[src/rtl/mant_add_pkg.sv]
// ---------------------------------------------------------------------------
// mant_add_pkg
// Shared constants for the mantissa-adder scheduler.
//   MANT_WIDTH : default operand / sum width of the shared mantissa adder
//   CNT_W      : width of the adder settle-cycle counter (ADD_CYCLES <= 7)
//   ST_*       : scheduler FSM state encodings
// ---------------------------------------------------------------------------
package mant_add_pkg;

    localparam int MANT_WIDTH = 48;
    localparam int CNT_W      = 3;

    localparam logic [1:0] ST_IDLE = 2'd0;
    localparam logic [1:0] ST_ADD  = 2'd1;
    localparam logic [1:0] ST_RESP = 2'd2;

    // Counter load value for an adder that needs add_cycles cycles to settle;
    // the counter reaches zero in the last ADD cycle.
    function automatic logic [CNT_W-1:0] add_cnt_init(input int add_cycles);
        return CNT_W'(add_cycles - 1);
    endfunction

endpackage

[src/rtl/mant_adder.sv]
// ---------------------------------------------------------------------------
// mant_adder
// Combinational unsigned carry-select adder for mantissas. The lower half
// ripples; the upper half is computed for both carry-in values and the low
// half's carry selects between them.
//   a, b      : unsigned operands
//   sum       : (a + b) mod 2^WIDTH
//   carry_out : carry out of bit WIDTH-1
// ---------------------------------------------------------------------------
module mant_adder
    import mant_add_pkg::*;
#(
    parameter int WIDTH = MANT_WIDTH
) (
    input  logic [WIDTH-1:0] a,
    input  logic [WIDTH-1:0] b,
    output logic [WIDTH-1:0] sum,
    output logic             carry_out
);

    localparam int LO_W = WIDTH / 2;
    localparam int HI_W = WIDTH - LO_W;

    logic [LO_W:0] lo_s;
    logic [HI_W:0] hi_c0_s;
    logic [HI_W:0] hi_c1_s;

    assign lo_s    = {1'b0, a[LO_W-1:0]} + {1'b0, b[LO_W-1:0]};
    assign hi_c0_s = {1'b0, a[WIDTH-1:LO_W]} + {1'b0, b[WIDTH-1:LO_W]};
    assign hi_c1_s = {1'b0, a[WIDTH-1:LO_W]} + {1'b0, b[WIDTH-1:LO_W]}
                   + (HI_W+1)'(1);

    // Select the upper half precomputed for the actual low-half carry.
    always_comb begin
        if (lo_s[LO_W]) begin
            sum       = {hi_c1_s[HI_W-1:0], lo_s[LO_W-1:0]};
            carry_out = hi_c1_s[HI_W];
        end else begin
            sum       = {hi_c0_s[HI_W-1:0], lo_s[LO_W-1:0]};
            carry_out = hi_c0_s[HI_W];
        end
    end

endmodule

[src/rtl/rr_arbiter.sv]
// ---------------------------------------------------------------------------
// rr_arbiter
// Combinational round-robin grant: picks the first set req_valid bit at or
// above rr_ptr, wrapping modulo NUM_REQ.
//   req_valid    : per-requester request valid
//   rr_ptr       : highest-priority requester index for this search
//   grant_onehot : one-hot grant (zero when nothing is requested)
//   grant_idx    : index of the granted requester (0 when no grant)
//   any_grant    : a requester was selected
// ---------------------------------------------------------------------------
module rr_arbiter #(
    parameter int NUM_REQ = 4,
    parameter int ID_W    = 2
) (
    input  logic [NUM_REQ-1:0] req_valid,
    input  logic [ID_W-1:0]    rr_ptr,
    output logic [NUM_REQ-1:0] grant_onehot,
    output logic [ID_W-1:0]    grant_idx,
    output logic               any_grant
);

    // Rotating priority search starting at rr_ptr.
    always_comb begin
        logic [ID_W:0] cand;
        logic          found;
        grant_onehot = '0;
        grant_idx    = '0;
        any_grant    = 1'b0;
        cand         = '0;
        found        = 1'b0;
        for (int i = 0; i < NUM_REQ; i++) begin
            // One extra bit so the wrap subtraction never overflows.
            cand = {1'b0, rr_ptr} + (ID_W+1)'(i);
            if (cand >= (ID_W+1)'(NUM_REQ)) begin
                cand = cand - (ID_W+1)'(NUM_REQ);
            end else begin
                cand = cand;
            end
            if (!found && req_valid[cand[ID_W-1:0]]) begin
                found                           = 1'b1;
                grant_onehot[cand[ID_W-1:0]]    = 1'b1;
                grant_idx                       = cand[ID_W-1:0];
            end else begin
                found = found;
            end
        end
        any_grant = found;
    end

endmodule

[src/rtl/mant_add_scheduler.sv]
// ---------------------------------------------------------------------------
// mant_add_scheduler
// Shares one mantissa adder among NUM_REQ product-accumulate lanes. A
// round-robin arbiter grants one lane, its operands are registered, the
// adder is given ADD_CYCLES cycles to settle (multicycle path), and the
// result is returned on a tagged valid/ready response channel.
//   clk, rst_n          : clock, asynchronous active-low reset
//   req_valid/req_ready : per-lane request handshake (ready one-hot or zero)
//   req_a, req_b        : packed operands, lane i at [i*WIDTH +: WIDTH]
//   rsp_valid/rsp_ready : response handshake
//   rsp_id              : lane that owns the response
//   rsp_sum, rsp_carry  : A+B modulo 2^WIDTH and carry out of the MSB
//   busy                : FSM is not idle
// ---------------------------------------------------------------------------
module mant_add_scheduler
    import mant_add_pkg::*;
#(
    parameter int NUM_REQ    = 4,
    parameter int WIDTH      = MANT_WIDTH,
    parameter int ADD_CYCLES = 2,
    parameter int ID_W       = 2
) (
    input  logic                     clk,
    input  logic                     rst_n,
    input  logic [NUM_REQ-1:0]       req_valid,
    output logic [NUM_REQ-1:0]       req_ready,
    input  logic [NUM_REQ*WIDTH-1:0] req_a,
    input  logic [NUM_REQ*WIDTH-1:0] req_b,
    output logic                     rsp_valid,
    input  logic                     rsp_ready,
    output logic [ID_W-1:0]          rsp_id,
    output logic [WIDTH-1:0]         rsp_sum,
    output logic                     rsp_carry,
    output logic                     busy
);

    logic [1:0]       state_q,     state_d;
    logic [ID_W-1:0]  rr_ptr_q,    rr_ptr_d;
    logic [CNT_W-1:0] cnt_q,       cnt_d;
    logic [WIDTH-1:0] op_a_q,      op_a_d;
    logic [WIDTH-1:0] op_b_q,      op_b_d;
    logic [ID_W-1:0]  op_id_q,     op_id_d;
    logic             rsp_valid_q, rsp_valid_d;
    logic [ID_W-1:0]  rsp_id_q,    rsp_id_d;
    logic [WIDTH-1:0] rsp_sum_q,   rsp_sum_d;
    logic             rsp_carry_q, rsp_carry_d;

    logic [NUM_REQ-1:0] grant_onehot_s;
    logic [ID_W-1:0]    grant_idx_s;
    logic               any_grant_s;
    logic [WIDTH-1:0]   add_sum_s;
    logic               add_carry_s;

    rr_arbiter #(
        .NUM_REQ (NUM_REQ),
        .ID_W    (ID_W)
    ) u_arb (
        .req_valid    (req_valid),
        .rr_ptr       (rr_ptr_q),
        .grant_onehot (grant_onehot_s),
        .grant_idx    (grant_idx_s),
        .any_grant    (any_grant_s)
    );

    // Fed only from the operand registers, so its inputs are stable for the
    // whole ADD state and the result may take ADD_CYCLES cycles to settle.
    mant_adder #(
        .WIDTH (WIDTH)
    ) u_add (
        .a         (op_a_q),
        .b         (op_b_q),
        .sum       (add_sum_s),
        .carry_out (add_carry_s)
    );

    // Requests are only accepted while idle.
    always_comb begin
        if (state_q == ST_IDLE) begin
            req_ready = grant_onehot_s;
        end else begin
            req_ready = '0;
        end
    end

    // Next-state and datapath-capture logic of the scheduler FSM.
    always_comb begin
        state_d     = state_q;
        rr_ptr_d    = rr_ptr_q;
        cnt_d       = cnt_q;
        op_a_d      = op_a_q;
        op_b_d      = op_b_q;
        op_id_d     = op_id_q;
        rsp_valid_d = rsp_valid_q;
        rsp_id_d    = rsp_id_q;
        rsp_sum_d   = rsp_sum_q;
        rsp_carry_d = rsp_carry_q;
        case (state_q)
            ST_IDLE: begin
                if (any_grant_s) begin
                    op_a_d  = req_a[grant_idx_s*WIDTH +: WIDTH];
                    op_b_d  = req_b[grant_idx_s*WIDTH +: WIDTH];
                    op_id_d = grant_idx_s;
                    cnt_d   = add_cnt_init(ADD_CYCLES);
                    // Pointer only advances on a grant, which bounds waiting.
                    if (grant_idx_s == ID_W'(NUM_REQ - 1)) begin
                        rr_ptr_d = '0;
                    end else begin
                        rr_ptr_d = grant_idx_s + ID_W'(1);
                    end
                    state_d = ST_ADD;
                end else begin
                    state_d = ST_IDLE;
                end
            end
            ST_ADD: begin
                if (cnt_q == CNT_W'(0)) begin
                    rsp_sum_d   = add_sum_s;
                    rsp_carry_d = add_carry_s;
                    rsp_id_d    = op_id_q;
                    rsp_valid_d = 1'b1;
                    state_d     = ST_RESP;
                end else begin
                    cnt_d = cnt_q - CNT_W'(1);
                end
            end
            ST_RESP: begin
                // Response fields are left untouched here, so they hold
                // steady under backpressure.
                if (rsp_ready) begin
                    rsp_valid_d = 1'b0;
                    state_d     = ST_IDLE;
                end else begin
                    state_d = ST_RESP;
                end
            end
            default: begin
                rsp_valid_d = 1'b0;
                state_d     = ST_IDLE;
            end
        endcase
    end

    // State, pointer, counter, operand and response registers.
    always_ff @(posedge clk or negedge rst_n) begin
        if (!rst_n) begin
            state_q     <= ST_IDLE;
            rr_ptr_q    <= '0;
            cnt_q       <= '0;
            op_a_q      <= '0;
            op_b_q      <= '0;
            op_id_q     <= '0;
            rsp_valid_q <= 1'b0;
            rsp_id_q    <= '0;
            rsp_sum_q   <= '0;
            rsp_carry_q <= 1'b0;
        end else begin
            state_q     <= state_d;
            rr_ptr_q    <= rr_ptr_d;
            cnt_q       <= cnt_d;
            op_a_q      <= op_a_d;
            op_b_q      <= op_b_d;
            op_id_q     <= op_id_d;
            rsp_valid_q <= rsp_valid_d;
            rsp_id_q    <= rsp_id_d;
            rsp_sum_q   <= rsp_sum_d;
            rsp_carry_q <= rsp_carry_d;
        end
    end

    assign rsp_valid = rsp_valid_q;
    assign rsp_id    = rsp_id_q;
    assign rsp_sum   = rsp_sum_q;
    assign rsp_carry = rsp_carry_q;
    assign busy      = (state_q != ST_IDLE);

endmodule

[config.mk]
export PLATFORM = sky130hd
export DESIGN_NAME = mant_add_scheduler
export DESIGN_NICKNAME = d
export VERILOG_FILES = /design/src/rtl/mant_add_pkg.sv /design/src/rtl/mant_adder.sv /design/src/rtl/rr_arbiter.sv /design/src/rtl/mant_add_scheduler.sv
export SDC_FILE = /design/constraint.sdc
export NUM_CORES = 1
export LEC_CHECK = 0
export CAP_MARGIN = 0
export CORE_AREA = 4 4 170 172
export DETAILED_ROUTE_END_ITERATION = 10
export DIE_AREA = 0 0 174 176
export MAX_ROUTING_LAYER = met4
export PLACE_DENSITY = 0.88
export SYNTH_ARGS = -nofsm -noshare
export SYNTH_HDL_FRONTEND = slang
export SYNTH_HIERARCHICAL = 1
export SYNTH_SLANG_ARGS = --single-unit
[constraint.sdc]
create_clock -name clk -period 12.3 [get_ports clk]
set_clock_uncertainty 0.1 [all_clocks]
set_input_delay 1.845 -clock clk [delete_from_list [all_inputs] [get_ports clk]]
set_output_delay 1.845 -clock clk [all_outputs]
set_load 0.05 [all_outputs]
==> reports/qor.txt, run 1 <==
largest family of logic cells by synthesized area: multiplexers
gr ovfl total: 0
total setup buffers inserted after CTS: 0
Post-CTS Resized: 0
Vias: 11200
area leader, netlist: dfrtp_1
RSZ-0062 raised after global routing: no
routability cong.: 0.874
IO Port Bufs: 447
clock slew at reported path FFs: 0.07 ns
cts hold-fix bufs: 0
gr usage total: 24.9%
R2R depth: 10
Final setup viols: 0
Die Height: 176 um
mux share of post-synthesis cell area: 23.0%
Post-Syn Area per Cell: 10.1 um^2
CP Data Arrival Time: 4.60 ns
CP required: 10.35 ns
Area Growth Syn to Fin: 43.7%
Power Dens Cells: 320 nW/um^2
TritonCTS clock tree: yes
Synth top cells by count: mux2i_1 (197), dfrtp_1 (157), nand2_1 (133), o221ai_1 (98)
Post-Synth XOR/XNOR Area: 4.23%
vias in the first global route: 11400
Row Count: 61
Crit Path Class: input port to output pin
main flop type after synthesis: dfrtp_1
cell area after synthesis: 11800 um^2
initial antenna violation count: 2
syn_nets: 1617
Critical Path Sink Type: output pin
simple-gate share of the synthesized area: 11.6%
Hold Crit Depth: 2
routed vias/inst: 5.80
Unique masters post-synth: 80
layout cells sized above 1: 7.77%
Hold WC Path Type: flip-flop to flip-flop
CTS root buf: clkbuf_16
Hold Vio Cnt, Final: 0
initial core utilization: 42.9%
Max Cap Violations: 0
Min-Delay Startpoint: op_b_q[11]
routed wire length: 38.9 mm
r2r endpoint: op_a_q[15]
Detail Route Antenna Nets: 0
number of synthesized flops with an enable pin: 0
Initial DRC Count: 761
Tmin final: 6.55 ns
worst-case clock buffer depth: 2
Worst-Skew Late Latency: 0.42 ns
Die Span X: 174 um
Synthesis Warnings: 6
# DRC: 0
Setup TNS Final: 0 ns
num ports: 448
status: finished, final reports clean
largest net degree at the start of global routing: 87
1st-pass router iterations: 5
Synth Area in Adders: 6.39%
Max H-tree Level: 4
sequential fraction of the synthesis area: 33.3%
first-pass GRT wire length: 59.9 mm
Post-DP HPWL: 30.7 mm
Final #Nets: 2021
count leader, synth: mux2i_1
CP Max Fanout: 13
Num CTS Buffers: 17
worst slew pin tran: 1.11 ns
VDD IR-drop max: 0.198 mV
ranking of synthesized cells by area: dfrtp_1 (33%), mux2i_1 (17%), o221ai_1 (7.3%), ha_1 (6.0%), mux2_2 (5.4%)
Cells after Synth: 1167
WL per Instance: 20.2 um
asr flop ratio synth: 100%
crit start category: input port
TritonCTS Sinks: 157
hold endpoint: op_b_q[11]
Leak: 0.00725 uW
pins over their slew limit: 0
Core Area: 27500 um^2
Period Utilization, post-route: 53.2%
headroom to the max-slew limit: 26.1%
reg2reg setup slack: 7.47 ns
die footprint: 30600 um^2
Fmax: 153 MHz
post-synth top area share: 33.3%
post-synthesis register bit count: 157
Util after Layout: 61.7%
Synth Area in Compound Gates: 17.2%
r2r startpoint: rr_ptr_q[0]
## state kept, by name, indices dropped and copies added (netlist names), 2 cells and up
name      flops
op_id_q       2
rsp_sum      48
rr_ptr_q      2
rsp_id        2
cnt_q         3
op_a_q       48
state_q       2
op_b_q       48
## how the worst max path moves through the flow
stage | start | cells past startpoint | end
3_5_place_dp | req_valid[3] | 7 | req_ready[1]
2_1_floorplan | req_valid[2] | 6 | req_ready[0]
6_report | req_valid[3] | 7 | req_ready[1]
5_1_grt | req_valid[3] | 7 | req_ready[0]
4_1_cts | req_valid[3] | 7 | req_ready[1]
3_3_place_gp | req_valid[3] | 7 | req_ready[0]
## routing by layer
metal  part of all wire, %  up-vias  wire length [um]  global-route usage, %
li1                      -     5260                 -                      -
met4                   2.2        0               858                   6.27
met1                    40     5442             15500                   29.3
met3                   6.1       59              2390                   5.29
met2                    52      436             20200                   43.6
met5                     0        -                 0                      -
## power breakdown
group | total, uW | internal [uW] | switching (uW)
combinational | 3890 | 1680 | 2210
clock | 533 | 288 | 245
sequential | 992 | 793 | 199
## cell usage in the layout (no fill, tap or decap), drive strengths merged, types with 7 or more instances in the layout
| cell | synthesis | layout |
|---|---|---|
| a211oi | 7 | 7 |
| nor3 | 16 | 16 |
| nor2 | 45 | 45 |
| xor2 | 18 | 18 |
| clkbuf | 21 | 17 |
| mux2 | 57 | 57 |
| a21oi | 42 | 42 |
| a31oi | 8 | 8 |
| o21ai | 30 | 30 |
| a21o | 15 | 15 |
| a22oi | 10 | 10 |
| o21a | 13 | 13 |
| o221ai | 98 | 98 |
| o21bai | 7 | 7 |
| ha | 57 | 57 |
| dfrtp | 157 | 157 |
| inv | 19 | 30 |
| nand3 | 18 | 18 |
| mux2i | 197 | 197 |
| clkdlybuf4s50 | 0 | 446 |
| nand2b | 8 | 8 |
| buf | 51 | 11 |
| nand2 | 133 | 133 |
| xnor2 | 39 | 39 |
## critical path, stage by stage
cell	delay [ns]
clkdlybuf4s50_1	0.47
mux4_2	0.65
nor4b_4	0.44
a22oi_1	0.14
o21ai_0	0.11
and2_1	0.15
clkdlybuf4s50_1	0.80
## cell families (layout without fill, tap and decap cells)
group | Yosys count | count (layout)
AO/OA/AOI/OAI | 269 | 269
XOR/XNOR | 57 | 57
adder cells (fa/ha/maj) | 59 | 59
buffers and inverters | 91 | 507
flip-flops | 157 | 157
multiplexers | 258 | 258
other | 0 | 2
AND/OR/NAND/NOR | 276 | 276
## per-stage QoR
step                      hold slack [ns]  total power [uW]  cell area [um^2]  setup WS (ns)  instances
after floorplan                     0.342              3960             11800           6.98       1167
after global placement              0.357              4730             16400           5.85       1898
after detailed placement            0.372              4860             16400           5.76       1898
after CTS                           0.397              5410             16900           5.76       1929
after global routing                0.407              5810             16900           5.65       1931
final                               0.393              5420             16900           5.75       1931
## cell type report
| type | count | area [um^2] |
|---|---|---|
| Fill cell | 2253 | 10500 |
| Multi-Input combinational cell | 919 | 7380 |
| Timing Repair Buffer | 457 | 4550 |
| Sequential cell | 157 | 3930 |
| Tap cell | 346 | 433 |
| Clock buffer | 17 | 425 |
| Clock inverter | 14 | 148 |
| Inverter | 19 | 71.3 |
| Antenna cell | 2 | 5.00 |
(Power assumes the default switching activity.)
==> inputs of run 2 (changes only) <==
==> constraint.sdc (replaced) <==
create_clock -name clk -period 6.2 [get_ports clk]
set_clock_uncertainty 0.1 [all_clocks]
set_input_delay 0.93 -clock clk [delete_from_list [all_inputs] [get_ports clk]]
set_output_delay 0.93 -clock clk [all_outputs]
set_load 0.05 [all_outputs]
==> run 2 against run 1 <==
Effect of this change:
- clock power is 100% higher
- global-route usage is 0.51 points lower
- total power is 99% higher
- register-to-register slack worse by 5.6 ns
- critical endpoint unchanged
- utilization is 0.050 points higher
- worst hold slack worse by 0.014 ns
- largest cell class unchanged
==> reports/qor.txt, run 2 (synthesized netlist as in run 1, its figures left out) <==
status: finished, final reports clean
Max H-tree Level: 4
Register Area: 3930 um^2
largest net degree at the start of global routing: 144
clock network power share: 9.9%
Power Dens Cells: 634 nW/um^2
Leak: 0.00724 uW
Crit Path Class: flip-flop to output pin
Tmin final: 4.69 ns
Initial DRC Count: 585
Max Cap Violations: 0
design area: 17000 um^2
Core Area: 27500 um^2
routed vias/inst: 5.79
total setup buffers inserted after CTS: 0
most frequent cells in the layout: clkdlybuf4s50_1 (446), mux2i_1 (197), dfrtp_1 (157), nand2_1 (133), o221ai_1 (98)
reg2reg setup slack: 1.88 ns
CTS root buf: clkbuf_16
TritonCTS Sinks: 157
initial antenna violation count: 1
Die Span X: 174 um
gr usage total: 24.3%
VDD IR-drop max: 0.684 mV
CP Data Arrival Time: 3.66 ns
Post-DP HPWL: 29.8 mm
Period Utilization, post-route: 75.7%
CP max-delay cell: clkdlybuf4s50_1
CP top delay family: buffers and inverters
Setup TNS Final: 0 ns
headroom to the max-slew limit: 13.8%
combinational fraction of design power: 71.9%
first-pass GRT wire length: 58.7 mm
TritonCTS clock tree: yes
most common cell after layout, fill and taps aside: clkdlybuf4s50_1
worst slew pin tran: 1.29 ns
CP required: 5.17 ns
initial core utilization: 42.9%
Num CTS Buffers: 17
multi-input logic area: 7380 um^2
RSZ-0062 raised after global routing: no
Psw: 5260 uW
CP Max Fanout: 14
Worst-Skew Late Latency: 0.43 ns
Area Growth Syn to Fin: 43.8%
Net Sw Frac: 48.9%
pins over their slew limit: 0
sequential fraction of design power: 18.2%
crit start category: flip-flop
P_int: 5500 uW
# DRC: 0
vias in the first global route: 11300
placed cell area: 16400 um^2
clock slew at reported path FFs: 0.06 ns
1st-pass router iterations: 5
Post-CTS Resized: 0
cts hold-fix bufs: 0
Fmax: 213 MHz
Vias: 11200
buffers and inverters on the worst path: 2
gr ovfl total: 0
Filler cells: 2229
layout cells sized above 1: 7.71%
Die Height: 176 um
CP cell instances: inv_1 > ha_1 > mux4_2 > nor4b_4 > a22oi_1 > o21ai_0 > and2_1 > clkdlybuf4s50_1
Critical Path Sink Type: output pin
Final #Nets: 2019
Hold WC Path Type: flip-flop to flip-flop
Final setup viols: 0
Row Count: 61
num ports: 448
CP max stage delay: 0.80 ns
IO Port Bufs: 447
Hold Vio Cnt, Final: 0
WL per Instance: 19.8 um
routability cong.: 0.912
worst-case clock buffer depth: 2
die footprint: 30600 um^2
routed wire length: 38.2 mm
Detail Route Antenna Nets: 0
[run 2: cell types whose count changed in the layout (fill, tap and decap cells not counted), moves of 2 or more]
cell,previous run,this run
inv_8,3,5
inv_6,8,5
buf_4,10,7
clkinvlp_4,0,2
[run 2: per-stage QoR]
step / instances / power, uW / hold WS, ns / worst slack (ns) / utilization, %
floorplan: 1167 / 7860 / 0.342 / 2.32 / -
global placement: 1896 / 9350 / 0.356 / 1.58 / 59.5
detailed placement: 1896 / 9610 / 0.360 / 1.52 / 59.5
CTS: 1928 / 10700 / 0.376 / 1.48 / 61.7
global route: 1929 / 11500 / 0.423 / 1.26 / 61.7
finish: 1929 / 10800 / 0.379 / 1.51 / 61.7
[run 2: final timing paths]
path,start,endpoint,cells after the start
max,rr_ptr_q[0],req_ready[1],8
min,op_id_q[1],op_id_q[1],2
max reg2reg,op_a_q[24],rsp_sum[46],12
min reg2reg,op_id_q[1],op_id_q[1],2
max in group asynchronous,rst_n,rsp_id[1],2
min in group asynchronous,rst_n,op_b_q[33],1
[run 2: worst min-delay path, delay by kind of cell, from the launching register on]
kind          cells  cell delay (ns)
simple gates      2             0.10
flops             1             0.34
[run 2: layout make-up]
type	count	area share, %
flip-flops and latches	157	23.2
multi-input cells	919	43.5
clock inverters	15	0.981
repair buffers	455	26.8
clock buffers	17	2.51
inverters	19	0.421
diodes	1	0.0148
well taps	346	2.55
[run 2: routing by layer]
layer	vias to the layer above	routed length [um]	global-route usage, %
met1	5441	15300	28.7
li1	5254	-	-
met4	0	907	6.63
met2	406	19800	42.0
met3	66	2260	5.70
met5	-	0	-
[run 2: power groups by stage]
| stage | sequential, uW | combinational [uW] | clock (uW) |
|---|---|---|---|
| 6_report | 1960 | 7730 | 1070 |
| 4_1_cts | 1960 | 7700 | 1090 |
| 3_3_place_gp | 1940 | 7410 | 0 |
| 3_5_place_dp | 1970 | 7640 | 0 |
| 5_1_grt | 2020 | 8350 | 1140 |
| 2_1_floorplan | 2420 | 5440 | 0 |
==> inputs of run 3 (changes only) <==
==> constraint.sdc (replaced) <==
create_clock -name clk -period 4.58 [get_ports clk]
set_clock_uncertainty 0.1 [all_clocks]
set_input_delay 0.687 -clock clk [delete_from_list [all_inputs] [get_ports clk]]
set_output_delay 0.687 -clock clk [all_outputs]
set_load 0.05 [all_outputs]
==> run 3 against run 2 <==
Effect of this change:
- total power rose by 36%
- clock power is 31% higher
- worst hold slack got worse by 0.14 ns
- final cell count grew 0.47%
- first-iteration DRC count fell by 1.7%
- via count rose by 0.67%
- setup slack worse by 1.2 ns
- utilization increased by 0.36 points
- global-route usage is 0.65 points higher
- non-clock buffer count is 8 higher
- highest routed layer unchanged
==> reports/qor.txt, run 3 (synthesized netlist as in run 1, its figures left out) <==
status: finished, final reports clean
VDD IR-drop max: 0.620 mV
die footprint: 30600 um^2
Critical Path Sink Type: output pin
initial core utilization: 42.9%
clock slew at reported path FFs: 0.07 ns
vias in the first global route: 11600
CP required: 3.79 ns
Crit Path Class: flip-flop to output pin
worst hold margin: 0.234 ns
Post-DP HPWL: 30.7 mm
Leak: 0.00729 uW
Hold Vio Cnt, Final: 0
Setup TNS Final: 0 ns
first-pass GRT wire length: 60.3 mm
pins over their slew limit: 0
CP Data Arrival Time: 3.50 ns
routability cong.: 0.897
Die Height: 176 um
total setup buffers inserted after CTS: 0
r2r endpoint: rsp_sum[46]
num ports: 448
RSZ-0062 raised after global routing: no
reg2reg setup slack: 0.40 ns
gr ovfl total: 0
Row Count: 61
worst slew pin tran: 0.862 ns
TritonCTS clock tree: yes
Fmax: 233 MHz
CTS root buf: clkbuf_16
Period Utilization, post-route: 93.7%
Vias: 11200
IO Port Bufs: 447
Hold WC Path Type: input port to asynchronous set/reset pin
most frequent cells in the layout: clkdlybuf4s50_1 (446), mux2i_1 (197), dfrtp_1 (156), nand2_1 (133), o221ai_1 (98)
routed wire length: 39.1 mm
Initial DRC Count: 575
worst-case clock buffer depth: 2
Max H-tree Level: 4
# DRC: 0
r2r startpoint: op_b_q[0]
1st-pass router iterations: 6
CP Max Fanout: 14
crit path from: rr_ptr_q[0]
initial antenna violation count: 2
layout cells sized above 1: 8.24%
WL per Instance: 20.2 um
Core Area: 27500 um^2
Final #Nets: 2027
Num CTS Buffers: 17
Tmin final: 4.29 ns
buffers and inverters on the worst path: 2
TritonCTS Sinks: 157
cts hold-fix bufs: 0
routed vias/inst: 5.80
R2R depth: 13
Detail Route Antenna Nets: 0
headroom to the max-slew limit: 42.6%
CP top delay family: buffers and inverters
Util after Layout: 62.1%
CP cell instances: inv_1 > ha_1 > mux4_2 > nor4b_4 > a22oi_1 > o21ai_0 > and2_1 > clkdlybuf4s50_1
crit start category: flip-flop
Die Span X: 174 um
Area Growth Syn to Fin: 44.7%
CP max stage delay: 0.81 ns
Power Dens Cells: 860 nW/um^2
largest net degree at the start of global routing: 98
Total Power: 14700 uW
Max Cap Violations: 0
gr usage total: 25.0%
most common cell after layout, fill and taps aside: clkdlybuf4s50_1
Final setup viols: 0
CP max-delay cell: clkdlybuf4s50_1
Worst-Skew Late Latency: 0.43 ns
-- run 3: changes by cell type in the layout (fill, tap and decap cells not counted), sizes merged --
cell,previous run,this run
buf,9,17
bufinv,1,0
clkbuf,17,18
clkinv,2,4
diode,1,2
inv,29,27
-- run 3: stage by stage --
stage,cells,setup slack (ns),area (um^2)
floorplan,1167,0.698,11800
global placement,1904,0.445,16500
detailed placement,1904,0.383,16500
CTS,1936,0.0954,17100
global route,1938,0.0616,17100
finish,1938,0.291,17100
-- run 3: cell type report --
type | instances | area [um^2]
Fill cell | 2254 | 10400
Multi-Input combinational cell | 919 | 7380
Timing Repair Buffer | 463 | 4670
Sequential cell | 157 | 3930
Clock buffer | 18 | 439
Tap cell | 346 | 433
Clock inverter | 14 | 126
Inverter | 19 | 71.3
Antenna cell | 2 | 5.00
-- run 3: report_power, final --
part           internal (uW)  switching (uW)
registers               2130             513
clock network            732             664
logic                   4620            6010
-- run 3: per-layer routing --
layer | up-vias | track usage [%] | wire length, um
met4 | 0 | 7.19 | 895
met1 | 5506 | 27.9 | 14900
li1 | 5264 | - | -
met3 | 66 | 6.51 | 2750
met5 | - | - | 0
met2 | 406 | 44.4 | 20600
-- run 3: how the worst max path moves through the flow --
stage | endpoint | slack, ns | cells past startpoint
3_3_place_gp | req_ready[0] | 0.45 | 7
6_report | req_ready[0] | 0.29 | 8
5_1_grt | req_ready[3] | 0.06 | 8
4_1_cts | req_ready[0] | 0.1 | 8
2_1_floorplan | rsp_sum[46] | 0.70 | 12
3_5_place_dp | req_ready[0] | 0.38 | 7
-- run 3: repair_timing --
action	CTS	global route
hold endpoints to repair	0	0
endpoints found under the setup margin	0	4
resized for setup	0	1
